**src/rtl/nop_pkg.sv**
```systemverilog
// Shared helpers for the NoP router slice: constant log2 and per-VC count-vector slicing.
package nop_pkg;

  function automatic int unsigned clog2(input int unsigned n);
    int unsigned r;
    r = 0;
    for (int unsigned i = 0; i < 32; i++) begin
      if ((64'd1 << i) < 64'(n)) r = i + 1;
    end
    return r;
  endfunction

  // LSB of VC v's occupancy field inside the flat count vector.
  function automatic int unsigned count_lsb(input int unsigned vc, input int unsigned addr_width);
    return vc * (addr_width + 1);
  endfunction

endpackage

```
**src/rtl/sync_dualport_ram.sv**
```systemverilog
// Simple dual-port RAM: one write port and one registered read port on a single clock.
module sync_dualport_ram #(
  parameter int unsigned DATA_WIDTH = 16,
  parameter int unsigned ADDR_WIDTH = 6
) (
  input  logic                  clk,
  input  logic                  rstn,
  input  logic                  we,
  input  logic [ADDR_WIDTH-1:0] waddr,
  input  logic [DATA_WIDTH-1:0] wdata,
  input  logic                  re,
  input  logic [ADDR_WIDTH-1:0] raddr,
  output logic [DATA_WIDTH-1:0] rdata
);

  logic [DATA_WIDTH-1:0] mem [2**ADDR_WIDTH];

  always_ff @(posedge clk) begin
    if (we) mem[waddr] <= wdata;
  end

  // Read register resets to zero and holds between accepted reads.
  always_ff @(posedge clk or negedge rstn) begin
    if (!rstn) begin
      rdata <= '0;
    end else if (re) begin
      rdata <= mem[raddr];
    end
  end

endmodule

```
**src/rtl/multi_vc_fifo.sv**
```systemverilog
// Single-clock multi-VC FIFO: NUM_VC independent queues sharing one RAM, with per-VC flags and sticky errors.
module multi_vc_fifo
  import nop_pkg::*;
#(
  parameter int unsigned DATA_WIDTH   = 16,
  parameter int unsigned ADDR_WIDTH   = 4,
  parameter int unsigned NUM_VC       = 4,
  parameter int unsigned VC_WIDTH     = 2,
  parameter int unsigned AFULL_THRESH = 12
) (
  input  logic                             clk,
  input  logic                             rstn,
  input  logic [DATA_WIDTH-1:0]            wr_data,
  input  logic [VC_WIDTH-1:0]              wr_vc,
  input  logic                             wr_en,
  input  logic [VC_WIDTH-1:0]              rd_vc,
  input  logic                             rd_en,
  output logic [DATA_WIDTH-1:0]            rd_data,
  output logic                             rd_valid,
  output logic [NUM_VC-1:0]                full,
  output logic [NUM_VC-1:0]                afull,
  output logic [NUM_VC-1:0]                empty,
  output logic [NUM_VC*(ADDR_WIDTH+1)-1:0] count,
  output logic [NUM_VC-1:0]                err_overflow,
  output logic [NUM_VC-1:0]                err_underflow
);

  localparam int unsigned DEPTH = 1 << ADDR_WIDTH;
  localparam int unsigned CW    = ADDR_WIDTH + 1;

  logic [NUM_VC-1:0]     wr_sel, rd_sel, wr_acc, rd_acc;
  logic [ADDR_WIDTH-1:0] wr_ptr_q [NUM_VC];
  logic [ADDR_WIDTH-1:0] rd_ptr_q [NUM_VC];
  logic [ADDR_WIDTH-1:0] wr_ptr_sel, rd_ptr_sel;
  logic                  ram_we, ram_re;

  // One-hot VC decode: an out-of-range index matches no VC, so the request is silently ignored.
  generate
    for (genvar v = 0; v < NUM_VC; v++) begin : g_vc
      logic [ADDR_WIDTH-1:0] wp, rp;
      logic [CW-1:0]         cnt;
      logic                  ovf, udf;

      assign wr_sel[v] = wr_en && (wr_vc == VC_WIDTH'(v));
      assign rd_sel[v] = rd_en && (rd_vc == VC_WIDTH'(v));
      assign wr_acc[v] = wr_sel[v] & ~full[v];
      assign rd_acc[v] = rd_sel[v] & ~empty[v];

      assign full[v]  = (cnt == CW'(DEPTH));
      assign empty[v] = (cnt == '0);
      assign afull[v] = (cnt >= CW'(AFULL_THRESH));
      assign count[count_lsb(v, ADDR_WIDTH) +: CW] = cnt;
      assign err_overflow[v]  = ovf;
      assign err_underflow[v] = udf;
      assign wr_ptr_q[v] = wp;
      assign rd_ptr_q[v] = rp;

      always_ff @(posedge clk or negedge rstn) begin
        if (!rstn) begin
          wp  <= '0;
          rp  <= '0;
          cnt <= '0;
          ovf <= 1'b0;
          udf <= 1'b0;
        end else begin
          if (wr_acc[v]) wp <= wp + 1'b1;
          if (rd_acc[v]) rp <= rp + 1'b1;
          case ({wr_acc[v], rd_acc[v]})
            2'b10:   cnt <= cnt + 1'b1;
            2'b01:   cnt <= cnt - 1'b1;
            default: cnt <= cnt;
          endcase
          if (wr_sel[v] && full[v])  ovf <= 1'b1;
          if (rd_sel[v] && empty[v]) udf <= 1'b1;
        end
      end
    end
  endgenerate

  always_comb begin
    wr_ptr_sel = '0;
    rd_ptr_sel = '0;
    for (int unsigned v = 0; v < NUM_VC; v++) begin
      if (wr_sel[v]) wr_ptr_sel = wr_ptr_q[v];
      if (rd_sel[v]) rd_ptr_sel = rd_ptr_q[v];
    end
  end

  assign ram_we = |wr_acc;
  assign ram_re = |rd_acc;

  // A same-address write/read collision cannot occur: equal pointers mean the VC is empty or full.
  sync_dualport_ram #(
    .DATA_WIDTH(DATA_WIDTH),
    .ADDR_WIDTH(ADDR_WIDTH + VC_WIDTH)
  ) u_ram (
    .clk  (clk),
    .rstn (rstn),
    .we   (ram_we),
    .waddr({wr_vc, wr_ptr_sel}),
    .wdata(wr_data),
    .re   (ram_re),
    .raddr({rd_vc, rd_ptr_sel}),
    .rdata(rd_data)
  );

  always_ff @(posedge clk or negedge rstn) begin
    if (!rstn) rd_valid <= 1'b0;
    else       rd_valid <= ram_re;
  end

endmodule

```
**config.mk**
```make
export PLATFORM = sky130hd
export DESIGN_NAME = multi_vc_fifo
export DESIGN_NICKNAME = d
export VERILOG_FILES = /design/src/rtl/nop_pkg.sv /design/src/rtl/sync_dualport_ram.sv /design/src/rtl/multi_vc_fifo.sv
export SDC_FILE = /design/constraint.sdc
export NUM_CORES = 1
export LEC_CHECK = 0
export CAP_MARGIN = 20
export CORE_MARGIN = 3
export CORE_UTILIZATION = 56
export DETAILED_ROUTE_END_ITERATION = 6
export PLACE_DENSITY = 0.76
export SLEW_MARGIN = 30
export SYNTH_ARGS = -nofsm -noshare
export SYNTH_HDL_FRONTEND = slang
export SYNTH_SLANG_ARGS = --single-unit
```
**constraint.sdc**
```tcl
create_clock -name clk -period 2.8 [get_ports clk]
set_clock_uncertainty 0.15 [all_clocks]
set_input_delay 0.56 -clock clk [delete_from_list [all_inputs] [get_ports clk]]
set_output_delay 0.56 -clock clk [all_outputs]
set_load 0.1 [all_outputs]
```
==> run summary <==
The run finished, with violations left. The final reports fail on DRC, setup timing. The total DRC errors in the routed layout is 1. By instance count, the leading cell after synthesis is sky130_fd_sc_hd__edfxtp_1. The number of synthesized flops with an enable pin came out at 1024. The busiest metal layer after global routing is met2.

The max-cap violation count is 0. The worst setup path is captured at a flop. The core footprint came out at 77700 sq um.

The number of port buffers is 80. The kind of cell with the highest combined delay along the critical path is buffers and inverters. At the pin with the least slew margin, the transition time is 0.861 ns. On the critical path, the stage with the largest delay is an instance of sky130_fd_sc_hd__mux4_2. The power density over the cells came out at 896 nW/um^2. The worst setup timing slack at the placement stage is -1.37 ns. Across every metal layer, demand over resource in global routing totals 32.6%.

The clock network latency to the later pin of the worst-skew pair came out at 0.69 ns. The share of total power dissipated in combinational logic is 31.5%. The routed design could run at a clock period as short as 3.06 ns. In this run the register-to-register setup slack is -0.26 ns. The clock slew at the register clock pins of the worst setup and hold paths is 0.06 ns. The maximum root-to-sink buffer count is 3. The type of the worst setup path is flop to flop. The relative contribution of the clock network to total power is 29.1%.

The mean number of vias per cell is 6.48. At the worst endpoint, the required time is 3.20 ns. The number of nets with antenna violations after detailed routing is 0.

The number of levels the H-tree was split into is 3. The register area is 32700 sq um. The starting DRC count in detailed routing came out at 4610. For this design the top-level I/O count stands at 81.

The tree is rooted in a sky130_fd_sc_hd__clkbuf_16. Final hold analysis gives a worst-case slack of 0.220 ns. The highest cell delay on the worst timing path came out at 0.49 ns. The height of the die came out at 287 microns. The number of distinct library cells after synthesis came out at 76. The count of yosys warnings during synthesis is 0.

Routability-driven placement finished with a final weighted congestion of 0.961. The die covers 82100 sq um. The worst vdd rail ir drop is 0.000908 V. The min-delay analysis places its worst path in the category primary input to flop.

The post-synthesis instance area is 44100 sq um. The total vias in the final route came out at 29075. The share of cells above drive strength 1 came out at 29.8%. The synthesized design spends more area on one cell type than any other, namely sky130_fd_sc_hd__edfxtp_1. The detail-routed net length per standard cell came out at 30.0 microns. The number of clock sinks seen by CTS is 1101.

For this run, global-route usage on met2 was measured as 51.1%. The number of storage elements in the synthesis netlist is 1101. The effective utilization at floorplan is 56.7%. By count the netlist is led by sky130_fd_sc_hd__edfxtp_1 (1024), sky130_fd_sc_hd__nand2_1 (498), sky130_fd_sc_hd__mux2i_1 (167). The row count came out at 102.

The synthesis-to-finish area growth is 26.2%. Synthesis produced 2803 cells. The sequential cell area fraction in the yosys report is 74.1%. For this run the aggregate overflow at the end of global routing stands at 0.

Of the total power, registers draw 39.4%. The final worst setup slack came out at -0.264 ns. Along the worst path, the maximum fanout reaches 7. The switching power summed over all nets came out at 16.6 mW. The area share of the largest cell type after synthesis came out at 69.7%. Setup repair after global routing could not meet its margin everywhere. The final count of hold timing violations is 0. The count of pins over their slew limit is 0.

The total wire length is 135000 microns. The post-synth net total came out at 2855. The count of buffer and inverter cells on the critical path came out at 6. The cell count of the worst reg-to-reg path is 12. The final layout contains 3406 nets. The fraction of registers with async set/reset is 6.99%. The met3 usage in global routing is 6.83%. The layout has 4610 filler cells. Entering global routing, the biggest net connects 65 pins.

The area of combinational cells with multiple inputs came out at 11400 sq um. The final HPWL from detailed placement came out at 84700 microns. The standby leakage power came out at 19.9 nW. The total power consumption of the routed design came out at 49.8 mW.

The upper clock frequency limit came out at 326 MHz. The initial antenna violation count came to 5. The first detailed-routing pass took 7 iterations. The switching part of the total is 33.2%. TritonCTS built the clock tree.

The cell-internal power is 33.3 mW. Sorting the synthesized cells by area gives the leading types as sky130_fd_sc_hd__edfxtp_1 (70%), sky130_fd_sc_hd__dfrtp_1 (4.4%), sky130_fd_sc_hd__nand2_1 (4.2%). The mean instance size in the synthesized netlist is 15.7 sq um. For this run, global-route usage on met1 was measured as 43.8%. The accumulated negative setup slack is -3.67 ns. The most used flip-flop cell after synthesis is sky130_fd_sc_hd__edfxtp_1. The total clock buffers created by CTS is 107.

Data arrives at the worst endpoint at 3.47 ns. The final setup violation count came out at 16. The worst relative slew slack came out at 42.6%.

The first-pass GRT wire length came out at 193000 microns. Counting instances, the worst hold path has a depth of 1. The final period utilization is 109%. The signal on the critical path passes through mux2_4 -> a22oi_4 -> buf_12 -> buf_16 -> buf_16 -> buf_12 -> buf_6 -> mux4_2 -> a211o_1 -> a21oi_1 -> buf_4 -> a41oi_2. The horizontal extent of the die came out at 287 microns. The count of cell instances traversed by the critical path came out at 12.

The nature of the critical path startpoint is a flop. The number of global-route vias before repair is 28659.
worst paths after layout:
check	startpoint	end
max	g_vc[1].rp[0]$_DFFE_PN0P_	u_ram.rdata[13]$_DFFE_PN0P_
min	wr_data[15]	u_ram.mem[36][15]$_DFFE_PP_
max reg2reg	g_vc[1].rp[0]$_DFFE_PN0P_	u_ram.rdata[13]$_DFFE_PN0P_
min reg2reg	g_vc[2].ovf$_DFFE_PN0P_	g_vc[2].ovf$_DFFE_PN0P_
max in group asynchronous	rstn	g_vc[0].cnt[1]$_DFFE_PN0P_
min in group asynchronous	rstn	g_vc[1].cnt[2]$_DFFE_PN0P_
routing by layer:
layer  up-vias  wire (microns)  share of wire, %
met5         -              26             0.019
met4         6            7100               5.3
met2      2121           63600                47
met3       381           15500                11
met1     14545           48500                36
li1      12022               -                 -
power groups by stage:
| stage | combinational (mW) | clock (mW) | sequential, mW |
|---|---|---|---|
| 6_report | 15.7 | 14.5 | 19.6 |
| 5_1_grt | 16.2 | 15.2 | 19.7 |
| 4_1_cts | 15.2 | 14.6 | 19.6 |
| 3_5_place_dp | 14.0 | 0 | 20.0 |
| 3_3_place_gp | 13.6 | 0 | 19.9 |
| 2_1_floorplan | 6.49 | 0 | 21.6 |
worst reg2reg max path: stages (launching register included):
cell	delay (ns)
sky130_fd_sc_hd__dfrtp_1	0.40
sky130_fd_sc_hd__mux2_4	0.30
sky130_fd_sc_hd__a22oi_4	0.19
sky130_fd_sc_hd__buf_12	0.18
sky130_fd_sc_hd__buf_16	0.14
sky130_fd_sc_hd__buf_16	0.14
sky130_fd_sc_hd__buf_12	0.14
sky130_fd_sc_hd__buf_6	0.10
sky130_fd_sc_hd__mux4_2	0.49
sky130_fd_sc_hd__a211o_1	0.31
sky130_fd_sc_hd__a21oi_1	0.13
sky130_fd_sc_hd__buf_4	0.16
sky130_fd_sc_hd__a41oi_2	0.11
state kept, by name, summed over array words and instances (netlist names):
register / flops
g_vc.rp: 16
g_vc.ovf: 4
u_ram.rdata: 16
u_ram.mem: 1024
g_vc.cnt: 20
rd_valid: 1
g_vc.wp: 16
g_vc.udf: 4
final cells by class:
type / count / share of cell area [%]
well taps: 1040 / 2.34
flip-flops and latches: 1101 / 58.8
diodes: 1 / 0.00450
inverters: 10 / 0.0809
repair buffers: 600 / 11.9
clock inverters: 71 / 1.28
clock buffers: 131 / 5.03
multi-input cells: 1534 / 20.6
per-stage QoR:
| step | instances | utilization, % | area, sq um |
|---|---|---|---|
| after global routing | 4487 | 71.6 | 55600 |
| final | 4488 | 71.6 | 55600 |
| after detailed placement | 4221 | 65.2 | 50600 |
| after CTS | 4471 | 71.2 | 55400 |
| after global placement | 4221 | 65.2 | 50600 |
| after floorplan | 2803 | - | 44600 |
repair_timing:
item                                    CTS  global route
gates cloned                              8             1
hold buffers                              1             0
endpoints found under the setup margin   19            22
hold endpoints to repair                 31             0
pin swaps                                52            35
gates resized for setup                 127            42
setup buffers                            41            18
kinds of logic after synthesis:
group,Yosys count,synth area share (%)
compound gates,345,6.04
xor+xnor,40,0.795
fa+ha+maj,28,0.863
buf+inv,168,2.21
flops,1101,74.1
mux,254,7.44
simple gates,867,8.53
placed cells by master (no fill, tap or decap), types with 16 or more instances in the layout:
cell	instances
sky130_fd_sc_hd__o22ai_1	21
sky130_fd_sc_hd__o21ai_0	24
sky130_fd_sc_hd__buf_12	136
sky130_fd_sc_hd__o32a_1	17
sky130_fd_sc_hd__xnor2_1	21
sky130_fd_sc_hd__clkbuf_16	109
sky130_fd_sc_hd__nor2_2	20
sky130_fd_sc_hd__a21oi_1	17
sky130_fd_sc_hd__ha_1	18
sky130_fd_sc_hd__a221oi_1	30
sky130_fd_sc_hd__a32oi_1	35
sky130_fd_sc_hd__buf_6	28
sky130_fd_sc_hd__and3_1	21
sky130_fd_sc_hd__nand3_1	127
sky130_fd_sc_hd__nand2_1	494
sky130_fd_sc_hd__clkbuf_1	22
sky130_fd_sc_hd__edfxtp_1	1024
sky130_fd_sc_hd__mux4_2	53
sky130_fd_sc_hd__a31oi_1	39
sky130_fd_sc_hd__nand4_1	49
sky130_fd_sc_hd__mux2_2	30
sky130_fd_sc_hd__dfrtp_1	57
sky130_fd_sc_hd__buf_2	16
sky130_fd_sc_hd__clkinv_2	21
sky130_fd_sc_hd__xor2_1	19
sky130_fd_sc_hd__nor2_4	27
sky130_fd_sc_hd__clkinv_1	29
sky130_fd_sc_hd__nor2_1	67
sky130_fd_sc_hd__mux2i_1	160
sky130_fd_sc_hd__buf_4	395
(Power assumes the default switching activity.)
